### config.mk
export PLATFORM = sky130hd
export DESIGN_NAME = ysyx_22050550_wb_arbiter_flat
export DESIGN_NICKNAME = d
export VERILOG_FILES = /design/src/rtl/ysyx_22050550_wb_arbiter_if.sv /design/src/rtl/ysyx_22050550_wb_arbiter.sv /design/src/flat_wrapper.sv
export SDC_FILE = /design/constraint.sdc
export NUM_CORES = 1
export LEC_CHECK = 0
export BUFFER_PORTS_ARGS = -buffer_cell sky130_fd_sc_hd__buf_2
export CAP_MARGIN = 15
export CELL_PAD_IN_SITES_DETAIL_PLACEMENT = 0
export CELL_PAD_IN_SITES_GLOBAL_PLACEMENT = 1
export CORE_AREA = 2 2 163 165
export CTS_BUF_LIST = sky130_fd_sc_hd__clkbuf_4
export CTS_CLUSTER_DIAMETER = 30
export DETAILED_ROUTE_END_ITERATION = 12
export DIE_AREA = 0 0 165 167
export HOLD_SLACK_MARGIN = 0.1
export PLACE_DENSITY = 0.59
export SYNTH_ARGS = -nofsm -noshare
export SYNTH_HDL_FRONTEND = slang
export SYNTH_SLANG_ARGS = --single-unit
### constraint.sdc
create_clock -name clock -period 1.7 [get_ports clock]
set_clock_uncertainty 0.15 [all_clocks]
set_input_delay 0.34 -clock clock [delete_from_list [all_inputs] [get_ports clock]]
set_output_delay 0.34 -clock clock [all_outputs]
set_load 0.01 [all_outputs]
### src/rtl/ysyx_22050550_wb_arbiter_if.sv
// ============================================================================
// ysyx_22050550_wb_arbiter_if : EXU/LSU result inputs, regfile/scoreboard
// write outputs and commit trace of the writeback arbiter.  Rev 1.0
// ============================================================================
`default_nettype none

interface ysyx_22050550_wb_arbiter_if #(
  parameter int DW  = 64,
  parameter int PCW = 64
);
  logic           exu_valid;
  logic           exu_ready;
  logic           exu_wen;
  logic [4:0]     exu_waddr;
  logic [DW-1:0]  exu_wdata;
  logic [PCW-1:0] exu_pc;

  logic           lsu_valid;
  logic           lsu_ready;
  logic           lsu_wen;
  logic [4:0]     lsu_waddr;
  logic [DW-1:0]  lsu_wdata;
  logic [PCW-1:0] lsu_pc;

  logic           rf_wen;
  logic [4:0]     rf_waddr;
  logic [DW-1:0]  rf_wdata;
  logic           sb_wen;
  logic [4:0]     sb_waddr;
  logic           commit_valid;
  logic [PCW-1:0] commit_pc;

  // Arbiter side
  modport slave (
    input  exu_valid, exu_wen, exu_waddr, exu_wdata, exu_pc,
    input  lsu_valid, lsu_wen, lsu_waddr, lsu_wdata, lsu_pc,
    output exu_ready, lsu_ready,
    output rf_wen, rf_waddr, rf_wdata, sb_wen, sb_waddr,
    output commit_valid, commit_pc
  );

  // Producer / observer side
  modport master (
    output exu_valid, exu_wen, exu_waddr, exu_wdata, exu_pc,
    output lsu_valid, lsu_wen, lsu_waddr, lsu_wdata, lsu_pc,
    input  exu_ready, lsu_ready,
    input  rf_wen, rf_waddr, rf_wdata, sb_wen, sb_waddr,
    input  commit_valid, commit_pc
  );
endinterface

`default_nettype wire

### src/rtl/ysyx_22050550_wb_arbiter.sv
// ============================================================================
// ysyx_22050550_wb_arbiter : merges EXU and LSU results into one regfile write
// and scoreboard clear per cycle. Optional YSYX_22050550_WB_DIFFTEST_EN. Rev 1.0
// ============================================================================
`default_nettype none

module ysyx_22050550_wb_arbiter #(
  parameter int DW           = 64,
  parameter int PCW          = 64,
  parameter int STARVE_LIMIT = 3
) (
  input  logic                             clock,
  input  logic                             reset,
  ysyx_22050550_wb_arbiter_if.slave        wb
);

  localparam logic [3:0] C_STARVE_LIMIT = 4'(STARVE_LIMIT);

  logic [3:0]     r_starve_cnt;
  logic           w_grant_exu;
  logic           w_grant_lsu;
  logic           w_xfer;
  logic           w_sel_wen;
  logic [4:0]     w_sel_waddr;
  logic [DW-1:0]  w_sel_wdata;

  logic           r_rf_wen;
  logic [4:0]     r_rf_waddr;
  logic [DW-1:0]  r_rf_wdata;

  // LSU wins ties until EXU has lost STARVE_LIMIT times in a row; nothing is
  // granted while reset is held low.
  always_comb begin
    w_grant_exu = 1'b0;
    w_grant_lsu = 1'b0;
    if (reset) begin
      w_grant_exu = wb.exu_valid && (!wb.lsu_valid || (r_starve_cnt == C_STARVE_LIMIT));
      w_grant_lsu = wb.lsu_valid && !w_grant_exu;
    end
  end

  assign w_xfer       = w_grant_exu || w_grant_lsu;
  assign wb.exu_ready = w_grant_exu;
  assign wb.lsu_ready = w_grant_lsu;

  always_comb begin
    w_sel_wen   = 1'b0;
    w_sel_waddr = 5'd0;
    w_sel_wdata = '0;
    if (w_grant_exu) begin
      w_sel_wen   = wb.exu_wen;
      w_sel_waddr = wb.exu_waddr;
      w_sel_wdata = wb.exu_wdata;
    end else if (w_grant_lsu) begin
      w_sel_wen   = wb.lsu_wen;
      w_sel_waddr = wb.lsu_waddr;
      w_sel_wdata = wb.lsu_wdata;
    end
  end

  always_ff @(posedge clock) begin
    if (!reset) begin
      r_starve_cnt <= 4'd0;
    end else if (w_grant_exu) begin
      r_starve_cnt <= 4'd0;
    end else if (w_grant_lsu && wb.exu_valid) begin
      r_starve_cnt <= r_starve_cnt + 4'd1;
    end
  end

  always_ff @(posedge clock) begin
    if (!reset) begin
      r_rf_wen   <= 1'b0;
      r_rf_waddr <= 5'd0;
      r_rf_wdata <= '0;
    end else begin
      r_rf_wen <= w_xfer && w_sel_wen && (w_sel_waddr != 5'd0);
      if (w_xfer) begin
        r_rf_waddr <= w_sel_waddr;
        r_rf_wdata <= w_sel_wdata;
      end
    end
  end

  // The scoreboard clear is the regfile write seen from the other side.
  assign wb.rf_wen   = r_rf_wen;
  assign wb.rf_waddr = r_rf_waddr;
  assign wb.rf_wdata = r_rf_wdata;
  assign wb.sb_wen   = r_rf_wen;
  assign wb.sb_waddr = r_rf_waddr;

`ifdef YSYX_22050550_WB_DIFFTEST_EN
  logic           r_commit_valid;
  logic [PCW-1:0] r_commit_pc;
  logic [PCW-1:0] w_sel_pc;

  assign w_sel_pc = w_grant_exu ? wb.exu_pc : wb.lsu_pc;

  always_ff @(posedge clock) begin
    if (!reset) begin
      r_commit_valid <= 1'b0;
      r_commit_pc    <= '0;
    end else begin
      r_commit_valid <= w_xfer;
      if (w_xfer) begin
        r_commit_pc <= w_sel_pc;
      end
    end
  end

  assign wb.commit_valid = r_commit_valid;
  assign wb.commit_pc    = r_commit_pc;
`else
  logic [PCW-1:0] w_unused_pc;

  assign w_unused_pc     = wb.exu_pc ^ wb.lsu_pc;
  assign wb.commit_valid = 1'b0;
  assign wb.commit_pc    = '0;
`endif

endmodule

`default_nettype wire
### src/flat_wrapper.sv
// flat-port wrapper written by rule: the top's interface ports become plain ports
module ysyx_22050550_wb_arbiter_flat 
#(
  parameter int DW           = 64,
  parameter int PCW          = 64,
  parameter int STARVE_LIMIT = 3
)
  (clock, reset, wb_exu_valid, wb_exu_wen, wb_exu_waddr, wb_exu_wdata, wb_exu_pc, wb_lsu_valid, wb_lsu_wen, wb_lsu_waddr, wb_lsu_wdata, wb_lsu_pc, wb_exu_ready, wb_lsu_ready, wb_rf_wen, wb_rf_waddr, wb_rf_wdata, wb_sb_wen, wb_sb_waddr, wb_commit_valid, wb_commit_pc);
  ysyx_22050550_wb_arbiter_if #(.DW(DW), .PCW(PCW)) wb_i ();
  input  logic clock;
  input  logic reset;
  input wire logic [$bits(wb_i.exu_valid)-1:0] wb_exu_valid;
  input wire logic [$bits(wb_i.exu_wen)-1:0] wb_exu_wen;
  input wire logic [$bits(wb_i.exu_waddr)-1:0] wb_exu_waddr;
  input wire logic [$bits(wb_i.exu_wdata)-1:0] wb_exu_wdata;
  input wire logic [$bits(wb_i.exu_pc)-1:0] wb_exu_pc;
  input wire logic [$bits(wb_i.lsu_valid)-1:0] wb_lsu_valid;
  input wire logic [$bits(wb_i.lsu_wen)-1:0] wb_lsu_wen;
  input wire logic [$bits(wb_i.lsu_waddr)-1:0] wb_lsu_waddr;
  input wire logic [$bits(wb_i.lsu_wdata)-1:0] wb_lsu_wdata;
  input wire logic [$bits(wb_i.lsu_pc)-1:0] wb_lsu_pc;
  output wire logic [$bits(wb_i.exu_ready)-1:0] wb_exu_ready;
  output wire logic [$bits(wb_i.lsu_ready)-1:0] wb_lsu_ready;
  output wire logic [$bits(wb_i.rf_wen)-1:0] wb_rf_wen;
  output wire logic [$bits(wb_i.rf_waddr)-1:0] wb_rf_waddr;
  output wire logic [$bits(wb_i.rf_wdata)-1:0] wb_rf_wdata;
  output wire logic [$bits(wb_i.sb_wen)-1:0] wb_sb_wen;
  output wire logic [$bits(wb_i.sb_waddr)-1:0] wb_sb_waddr;
  output wire logic [$bits(wb_i.commit_valid)-1:0] wb_commit_valid;
  output wire logic [$bits(wb_i.commit_pc)-1:0] wb_commit_pc;
  assign wb_i.exu_valid = wb_exu_valid;
  assign wb_i.exu_wen = wb_exu_wen;
  assign wb_i.exu_waddr = wb_exu_waddr;
  assign wb_i.exu_wdata = wb_exu_wdata;
  assign wb_i.exu_pc = wb_exu_pc;
  assign wb_i.lsu_valid = wb_lsu_valid;
  assign wb_i.lsu_wen = wb_lsu_wen;
  assign wb_i.lsu_waddr = wb_lsu_waddr;
  assign wb_i.lsu_wdata = wb_lsu_wdata;
  assign wb_i.lsu_pc = wb_lsu_pc;
  assign wb_exu_ready = wb_i.exu_ready;
  assign wb_lsu_ready = wb_i.lsu_ready;
  assign wb_rf_wen = wb_i.rf_wen;
  assign wb_rf_waddr = wb_i.rf_waddr;
  assign wb_rf_wdata = wb_i.rf_wdata;
  assign wb_sb_wen = wb_i.sb_wen;
  assign wb_sb_waddr = wb_i.sb_waddr;
  assign wb_commit_valid = wb_i.commit_valid;
  assign wb_commit_pc = wb_i.commit_pc;
  ysyx_22050550_wb_arbiter #(.DW(DW), .PCW(PCW), .STARVE_LIMIT(STARVE_LIMIT)) u_core (.clock(clock), .reset(reset), .wb(wb_i));
endmodule
==> impl_metrics.yaml, run 1 <==
worst_setup_path:
  end_kind: "primary output"
  start_kind: "flop"
  worst_ep_required_time_ns: 1.21
  reg2reg_depth: 10
  cp_data_arrival_time_ns: 1.57
  r2r-end: "u_core.wb.rf_wdata[30]"
  reg2reg_setup_slack_ns: -0.28
  reg2reg_from: "u_core.r_starve_cnt[0]"
  criticalPathCategory: "flop to primary output"
  crit_end: "wb_exu_ready"
  crit_fanout: 3
  cp-startpoint: "u_core.r_starve_cnt[0]"
sta:
  drv_slew: 0
  setup_ws_ns: -0.364
  timing.slew.headroom: 0.657
  fin_crit_ns: 2.06
  final-setup-viol-count: 75
  fmaxAchievable_ghz: 0.485
  hold_viol_final: 0
  min_period_over_period: 1.21
  rsz0062_at_grt: "yes"
  worst_pin_slew_ns: 0.515
synth:
  netlist_instances: 408
  yosys.area.top_type_share: 0.393
  ys_top_cells_by_area: "dfxtp_1 (39%), mux2i_1 (17%), buf_4 (14%)"
  synth_area_mm2: 0.00377
  yosys_warnings: 0
  syn_area_per_cell_um2: 9.24
  yosysUniqueCellTypes: 29
  yosysTopAreaCell: "dfxtp_1"
  seq_area_frac_synth: 0.393
  ys_ff_latch: 74
cells_and_area:
  stdcell_count: 1136
  multiInputGateArea_mm2: 0.00270
  n_fill_cell: 2635
  finalNetCount: 1068
  fin_util: 0.311
  layout_common_cells: "buf_2 (218), dlygate4sd3_1 (141), dfxtp_1 (72)"
  area_delta_synth_final_pct: 113
  final_common_cell: "buf_2"
  drive_above_1_share: 0.536
  regArea_mm2: 0.00148
power:
  comb_power_share: 0.343
  p_sw_frac: 0.332
  leakage_nw: 3.59
  p_clk_frac: 0.226
  p_int_w: 0.00300
  vdd_drop_max_mv: 0.255
  power_w: 0.00449
  sequentialPowerShare: 0.431
  p_per_area_mw_per_mm2: 560
  power.switching_w: 0.00149
cts:
  clk_pin_slew_ns: 0.12
  cts_tree: "yes"
  cts_buffers: 9
  cts_max_level: 3
  ctsLongestPathBuffers: 2
  clkSinkCount: 74
  cts_root_buffer: "clkbuf_4"
  clk_latency_ns: 0.44
global_route:
  antenna_found_initial: 1
  grt_use_total: 0.108
  grt_pass1_vias: 4349
  grt_pass1_wl_um: 22600
  grt_max_degree: 71
  grt-ovfl-total: 0
drt:
  drc: 0
  post_drt_wl_per_cell_um: 14.1
  routed_wl_um: 16000
  drtIter0Drc: 109
  firstDrtPassIters: 4
  ant_nets: 0
  via_per_inst: 3.79
  num_vias: 4309
floorplan:
  die-area_mm2: 0.0276
  core_mm2: 0.0258
  die_x_um: 165
  io_pins: 415
  die_h_um: 167
  rows: 59
  initial_core_util: 0.146
placement:
  port_buffers: 221
  gpl.final_weighted_congestion: 0.706
  dp_hpwl_um: 8820
  preCtsSetupSlack_ns: -0.0514
  dpl.cell_count: 956
worst_hold_path:
  worstHoldPathType: "input pin to flop"
outcome:
  status: "finished, violations left"
  failed_checks: "negative setup slack"
run:
  drv_cap: 0
how the worst min path moves through the flow:
stage | from | to | slack, ns | cells past startpoint
2_1_floorplan | u_core.r_starve_cnt[3] | u_core.r_starve_cnt[3] | 0.31 | 2
3_3_place_gp | u_core.wb.rf_waddr[3] | u_core.wb.rf_waddr[3] | 0.32 | 2
3_5_place_dp | u_core.wb.rf_waddr[3] | u_core.wb.rf_waddr[3] | 0.32 | 2
4_1_cts | wb_exu_waddr[0] | u_core.wb.rf_waddr[0] | 0.10 | 4
5_1_grt | wb_exu_valid | u_core.r_starve_cnt[2] | 0.20 | 4
6_report | wb_exu_valid | u_core.r_starve_cnt[2] | 0.18 | 4
per-stage QoR:
| step | instance area [um2] | hold WS [ns] | TNS [ns] |
|---|---|---|---|
| 5_1_grt | 8010 | 0.204 | -25.81 |
| 3_5_place_dp | 5210 | 0.315 | -0.488 |
| 3_3_place_gp | 5210 | 0.317 | -0.276 |
| 4_1_cts | 7480 | 0.100 | -12.69 |
| 2_1_floorplan | 4030 | 0.312 | -0.00105 |
| 6_report | 8010 | 0.184 | -17.30 |
final cells by class:
class | instances | share of cell area
Multi-Input combinational cell | 295 | 0.337
Sequential cell | 74 | 0.185
Inverter | 2 | 0.000937
Antenna cell | 1 | 0.000312
Timing Repair Buffer | 413 | 0.412
Clock inverter | 5 | 0.00266
Tap cell | 335 | 0.0523
Clock buffer | 11 | 0.0103
critical path, stage by stage (launching register included):
cell and delay (ns):
dfxtp_2 0.37, ha_4 0.14, nand4bb_1 0.14, buf_4 0.18, a21oi_4 0.17, buf_6 0.13
cell families (layout without fill, tap and decap cells):
family / after synthesis / after routing / synth area share
buffers and inverters: 103 / 431 / 0.179
and+or+nand+nor: 82 / 82 / 0.0883
AOI/OAI and AO/OA: 81 / 81 / 0.160
DFF: 74 / 74 / 0.393
muxes: 65 / 65 / 0.173
adders and majority gates: 1 / 1 / 0.00332
other: 1 / 66 / 0.000995
xor gates and xnor gates: 1 / 1 / 0.00232
cell usage after synthesis:
cell type   n
a22oi_1     3
and4b_1     1
or3_1       1
inv_1       1
a21oi_1     4
and3_1      1
nand2_1     3
a211oi_1   64
ha_1        1
buf_4      71
inv_2       1
xor2_1      1
clkbuf_1   17
a221oi_1    2
conb_1      1
o21ai_0     2
a22o_1      2
nor2_1     72
nand4bb_1   1
a21oi_2     1
nand3_1     1
mux2i_1    65
a31oi_1     1
and2_1      1
nand2b_1    1
dfxtp_1    74
buf_2      12
a222oi_1    2
buf_6       1
state kept, by name (all words and copies together), names as in the netlist:
name and cells:
u_core.wb.rf_wdata 64, u_core.r_starve_cnt 4, u_core.wb.rf_wen 1, u_core.wb.rf_waddr 5
repair_timing:
action / in CTS / in global routing
buffers inserted: 8 / 10
cloned: 10 / 1
endpoints found under the setup margin: 66 / 75
pin swaps: 42 / 32
resized for setup: 98 / 142
hold buffers: 140 / 1
hold endpoints to repair: 73 / 1
power by group through the flow:
stage / Sequential (W) / Clock (W) / Combinational (W)
finish: 0.00193 / 0.00101 / 0.00154
global route: 0.00195 / 0.00114 / 0.00166
CTS: 0.00193 / 0.00109 / 0.00140
detailed placement: 0.00197 / 0 / 0.000906
global placement: 0.00197 / 0 / 0.000906
floorplan: 0.00203 / 0 / 0.000518
routing by layer:
metal,vias to the layer above,track usage,share of wire
li1,2092,-,-
met4,0,0.0389,0.014
met1,2017,0.123,0.42
met3,13,0.0294,0.067
met2,187,0.190,0.50
met5,-,0,0
No activity file was read; power rests on OpenSTA's default activity.
==> inputs of run 2 (changes only) <==
--- a/config.mk
+++ b/config.mk
@@ -7,15 +7,13 @@
 export LEC_CHECK = 0
 export BUFFER_PORTS_ARGS = -buffer_cell sky130_fd_sc_hd__buf_2
 export CAP_MARGIN = 15
-export CELL_PAD_IN_SITES_DETAIL_PLACEMENT = 0
-export CELL_PAD_IN_SITES_GLOBAL_PLACEMENT = 1
 export CORE_AREA = 2 2 163 165
 export CTS_BUF_LIST = sky130_fd_sc_hd__clkbuf_4
 export CTS_CLUSTER_DIAMETER = 30
 export DETAILED_ROUTE_END_ITERATION = 12
 export DIE_AREA = 0 0 165 167
 export HOLD_SLACK_MARGIN = 0.1
-export PLACE_DENSITY = 0.59
+export PLACE_DENSITY = 0.42
 export SYNTH_ARGS = -nofsm -noshare
 export SYNTH_HDL_FRONTEND = slang
 export SYNTH_SLANG_ARGS = --single-unit
==> run 2 against run 1 <==
Compared with the run above:
- the run still ends with negative setup slack left
- final cell count shrank 0.79%
- via count shrank 2.5%
- non-clock buffer count shrank 10
- largest power group unchanged
- setup slack gained 0.081 ns
- sequential power is essentially flat
- utilization shrank 3.1 points
- hold slack lost 0.064 ns
- global-route usage shrank 1.1 points
==> impl_metrics.yaml, run 2 (synthesis results as in run 1) <==
outcome:
  status: "finished, violations left"
  failed_checks: "negative setup slack"
sta:
  setup_ws_ns: -0.283
  drv_slew: 0
  hold_viol_final: 0
  final-setup-viol-count: 68
  rsz0062_at_grt: "yes"
  fmaxAchievable_ghz: 0.504
  min_period_over_period: 1.17
  finalHoldWorstSlack_ns: 0.120
  fin_crit_ns: 1.98
global_route:
  grt_max_degree: 71
  grt_pass1_wl_um: 20600
  antenna_found_initial: 0
  grt_pass1_vias: 3994
  grt_use_total: 0.0970
  grt-ovfl-total: 0
placement:
  port_buffers: 221
  dp_hpwl_um: 9270
  gpl.final_weighted_congestion: 0.697
worst_hold_path:
  worstHoldPathType: "input pin to flop"
  min_delay_path_depth: 4
worst_setup_path:
  slowest_delay_ns: 0.38
  cp_data_arrival_time_ns: 1.49
  reg2reg_depth: 9
  worst_ep_required_time_ns: 1.21
  crit_chain: "ha_4 > nand4bb_4 > buf_6 > a21oi_4 > buf_6"
  cp_common_cell: "buf_6"
  criticalPathCategory: "flop to primary output"
  slowest_stage: "dfxtp_2"
  crit_fanout: 3
  end_kind: "primary output"
  start_kind: "flop"
cells_and_area:
  final_common_cell: "buf_2"
  layout_common_cells: "buf_2 (218), dlygate4sd3_1 (139), dfxtp_1 (72)"
  finalNetCount: 1060
  fin_util: 0.280
  drive_above_1_share: 0.405
  n_antenna_cell: 0
  area_delta_synth_final_pct: 91.6
  regArea_mm2: 0.00148
  largest_reg_flops: 64
  multiInputGateArea_mm2: 0.00207
  n_fill_cell: 2718
floorplan:
  io_pins: 415
  rows: 59
  core_mm2: 0.0258
  die_h_um: 167
  initial_core_util: 0.146
  die-area_mm2: 0.0276
  die_x_um: 165
drt:
  routed_wl_um: 16300
  firstDrtPassIters: 4
  num_vias: 4203
  via_per_inst: 3.73
  drtIter0Drc: 98
  post_drt_wl_per_cell_um: 14.4
  drc: 0
  ant_nets: 0
cts:
  clk_pin_slew_ns: 0.13
  clk_latency_ns: 0.43
  cts_buffers: 9
  clkSinkCount: 74
  ctsLongestPathBuffers: 2
  cts_root_buffer: "clkbuf_4"
  cts_max_level: 3
  cts_tree: "yes"
run:
  drv_cap: 0
power:
  leakage_nw: 3.47
  vdd_drop_max_mv: 0.324
  p_per_area_mw_per_mm2: 631
[run 2: layout make-up]
| type | instances | area share |
|---|---|---|
| Clock buffer | 9 | 0.00936 |
| Clock inverter | 7 | 0.0128 |
| Inverter | 2 | 0.00104 |
| Multi-Input combinational cell | 297 | 0.287 |
| Sequential cell | 74 | 0.206 |
| Tap cell | 335 | 0.0580 |
| Timing Repair Buffer | 403 | 0.426 |
[run 2: power by group]
group	switching (W)	total, W	leakage [nW]	internal (W)
clock	0.000730	0.00132	0.0800	0.000594
sequential	0.0000670	0.00193	0.615	0.00187
combinational	0.000606	0.00130	2.77	0.000696
[run 2: through the flow]
step / total power (W) / cells / TNS [ns] / setup slack, ns / cell area (um2)
after global placement: 0.00287 / 949 / -0.867 / -0.175 / 5100
final: 0.00456 / 1127 / -4.53 / -0.283 / 7220
after global routing: 0.00485 / 1127 / -12.12 / -0.400 / 7220
after floorplan: 0.00255 / 472 / -0.00105 / -0.00105 / 4030
after CTS: 0.00454 / 1111 / -19.08 / -0.460 / 6780
after detailed placement: 0.00286 / 949 / -0.797 / -0.133 / 5100
[run 2: critical path, delay by kind of cell (launching register included)]
kind / cells / cell delay, ns
compound gates: 1 / 0.15
flops: 1 / 0.38
fa+ha+maj: 1 / 0.15
buf+inv: 2 / 0.26
simple gates: 1 / 0.12
[run 2: worst paths after layout]
check	from	end	slack [ns]
setup / recovery	u_core.r_starve_cnt[0]	wb_exu_ready	-0.28
hold / removal	wb_lsu_waddr[0]	u_core.wb.rf_waddr[0]	0.12
setup reg to reg	u_core.r_starve_cnt[0]	u_core.wb.rf_wen	-0.17
hold reg to reg	u_core.wb.rf_waddr[3]	u_core.wb.rf_waddr[3]	0.33
[run 2: repair_timing]
| action | in CTS | in global routing |
|---|---|---|
| endpoints found under the setup margin | 9 | 75 |
| resized for setup | 13 | 40 |
| pin swaps | 8 | 47 |
| cloned | 0 | 13 |
| buffers inserted | 7 | 6 |
| endpoints found under the hold margin | 72 | 0 |
| hold buffers | 139 | 0 |
[run 2: routing by layer]
metal	part of all wire	global-route usage	wire length, um
met1	0.43	0.115	7030
met2	0.48	0.159	7790
met3	0.079	0.0433	1290
met4	0.010	0.0253	164
met5	0	0	0
==> inputs of run 3 (changes only) <==
--- a/config.mk
+++ b/config.mk
@@ -14,6 +14,8 @@
 export DIE_AREA = 0 0 165 167
 export HOLD_SLACK_MARGIN = 0.1
 export PLACE_DENSITY = 0.42
+export RECOVER_POWER = 100
+export SETUP_SLACK_MARGIN = 0.5
 export SYNTH_ARGS = -nofsm -noshare
 export SYNTH_HDL_FRONTEND = slang
 export SYNTH_SLANG_ARGS = --single-unit
==> run 3 against run 2 <==
Compared with the run above:
- the flow still finishes with violations (negative setup slack)
- global-route usage rose by 3.2 points
- register-to-register slack barely moved
- final area rose by 22%
- combinational power rose by 41%
- setup slack improved by 0.084 ns
- clock-buffer cell count did not move
- clock power fell by 15%
- fmax rose by 4.4%
- largest power group unchanged
==> impl_metrics.yaml, run 3 (synthesis results as in run 1) <==
floorplan:
  initial_core_util: 0.146
  rows: 59
  die_x_um: 165
  core_mm2: 0.0258
  die-area_mm2: 0.0276
  io_pins: 415
  die_h_um: 167
global_route:
  grt_pass1_vias: 4853
  grt_use_total: 0.129
  grt_max_degree: 71
  antenna_found_initial: 2
  grt-ovfl-total: 0
  grt_pass1_wl_um: 26600
cells_and_area:
  multiInputGateArea_mm2: 0.00274
  n_fill_cell: 2540
  layout_common_cells: "buf_2 (142), dlygate4sd3_1 (137), buf_6 (84)"
  area_delta_synth_final_pct: 135
  stdcell_area_mm2: 0.00884
  finalNetCount: 1086
  final_common_cell: "buf_2"
  fin_util: 0.343
  regArea_mm2: 0.00148
  drive_above_1_share: 0.548
  largest_reg_flops: 64
drt:
  post_drt_wl_per_cell_um: 15.8
  num_vias: 4495
  ant_nets: 0
  drc: 0
  drtIter0Drc: 101
  firstDrtPassIters: 4
  routed_wl_um: 18200
  via_per_inst: 3.90
worst_setup_path:
  cp_data_arrival_time_ns: 1.41
  reg2reg_setup_slack_ns: -0.17
  reg2reg_from: "u_core.r_starve_cnt[0]"
  crit_end: "wb_exu_ready"
  end_kind: "primary output"
  r2r-end: "u_core.wb.rf_wen"
  crit_fanout: 3
  start_kind: "flop"
  worst_ep_required_time_ns: 1.21
  criticalPathCategory: "flop to primary output"
  reg2reg_depth: 8
  cp-startpoint: "u_core.r_starve_cnt[0]"
cts:
  ctsHoldBuffers: 137
  clkSinkCount: 74
  cts_buffers: 9
  ctsLongestPathBuffers: 2
  clk_pin_slew_ns: 0.13
  cts_max_level: 3
  cts_tree: "yes"
  clk_latency_ns: 0.43
  cts_root_buffer: "clkbuf_4"
power:
  p_per_area_mw_per_mm2: 557
  vdd_drop_max_mv: 0.313
  leakage_nw: 3.87
sta:
  setup_tns_ns: -3.83
  setup_ws_ns: -0.199
  final-setup-viol-count: 52
  fmaxAchievable_ghz: 0.527
  worst_pin_slew_ns: 0.520
  hold_viol_final: 0
  rsz0062_at_grt: "yes"
  drv_slew: 0
  timing.slew.headroom: 0.654
  min_period_over_period: 1.12
  fin_crit_ns: 1.90
placement:
  place_area_mm2: 0.00514
  gpl.final_weighted_congestion: 0.719
  port_buffers: 221
  dp_hpwl_um: 9640
  preCtsSetupSlack_ns: -0.0248
worst_hold_path:
  min-delay-start: "wb_exu_waddr[0]"
  worstHoldPathType: "input pin to flop"
outcome:
  status: "finished, violations left"
  failed_checks: "negative setup slack"
run:
  drv_cap: 0
run 3: cell count changes in the layout (fill, tap and decap cells not counted), sizes merged:
cell,previous run,this run
and2,3,1
buf,258,288
diode,0,2
clkinv,2,4
dlygate4sd3,139,137
clkinvlp,2,1
bufinv,2,1
inv,3,2
run 3: where the power goes:
part / switching (W) / leakage [nW] / internal [W] / total (W)
logic: 0.000785 / 3.18 / 0.00105 / 0.00183
registers: 0.000101 / 0.615 / 0.00187 / 0.00197
clock network: 0.000692 / 0.0669 / 0.000431 / 0.00112
run 3: final cells by class:
class | instances | share of cell area
inverters | 2 | 0.000849
multi-input cells | 295 | 0.310
well taps | 335 | 0.0474
clock buffers | 9 | 0.00764
flip-flops and latches | 74 | 0.168
clock inverters | 6 | 0.00665
repair buffers | 431 | 0.459
diodes | 2 | 0.000566
run 3: critical path: stages (launching register included):
cell and delay (ns):
dfxtp_2 0.37, ha_4 0.15, nand4bb_4 0.14, a21oi_4 0.19
buf_6 0.13
run 3: metal layers:
layer | vias to the layer above | share of wire | GRT usage
li1 | 2123 | - | -
met2 | 226 | 0.51 | 0.230
met5 | - | 0 | 0
met3 | 25 | 0.092 | 0.0521
met4 | 0 | 0.023 | 0.0518
met1 | 2121 | 0.37 | 0.134
run 3: how the worst min path moves through the flow:
stage	end	cells past startpoint
after detailed placement	u_core.wb.rf_waddr[3]	2
after floorplan	u_core.r_starve_cnt[3]	2
after CTS	u_core.wb.rf_waddr[2]	4
final	u_core.wb.rf_waddr[0]	4
after global placement	u_core.wb.rf_waddr[3]	2
after global routing	u_core.wb.rf_waddr[0]	4
run 3: stage by stage:
| stage | hold slack, ns | cells | power (W) |
|---|---|---|---|
| final | 0.101 | 1154 | 0.00492 |
| after global routing | 0.0313 | 1154 | 0.00523 |
| after CTS | 0.0290 | 1143 | 0.00497 |
| after detailed placement | 0.323 | 943 | 0.00289 |
| after global placement | 0.326 | 943 | 0.00289 |
| after floorplan | 0.316 | 472 | 0.00257 |
run 3: repair_timing:
action	CTS	global route
gates resized for setup	367	43
cloned	18	0
endpoints found under the setup margin	151	152
hold endpoints to repair	73	3
setup buffers	30	9
pin swaps	43	22
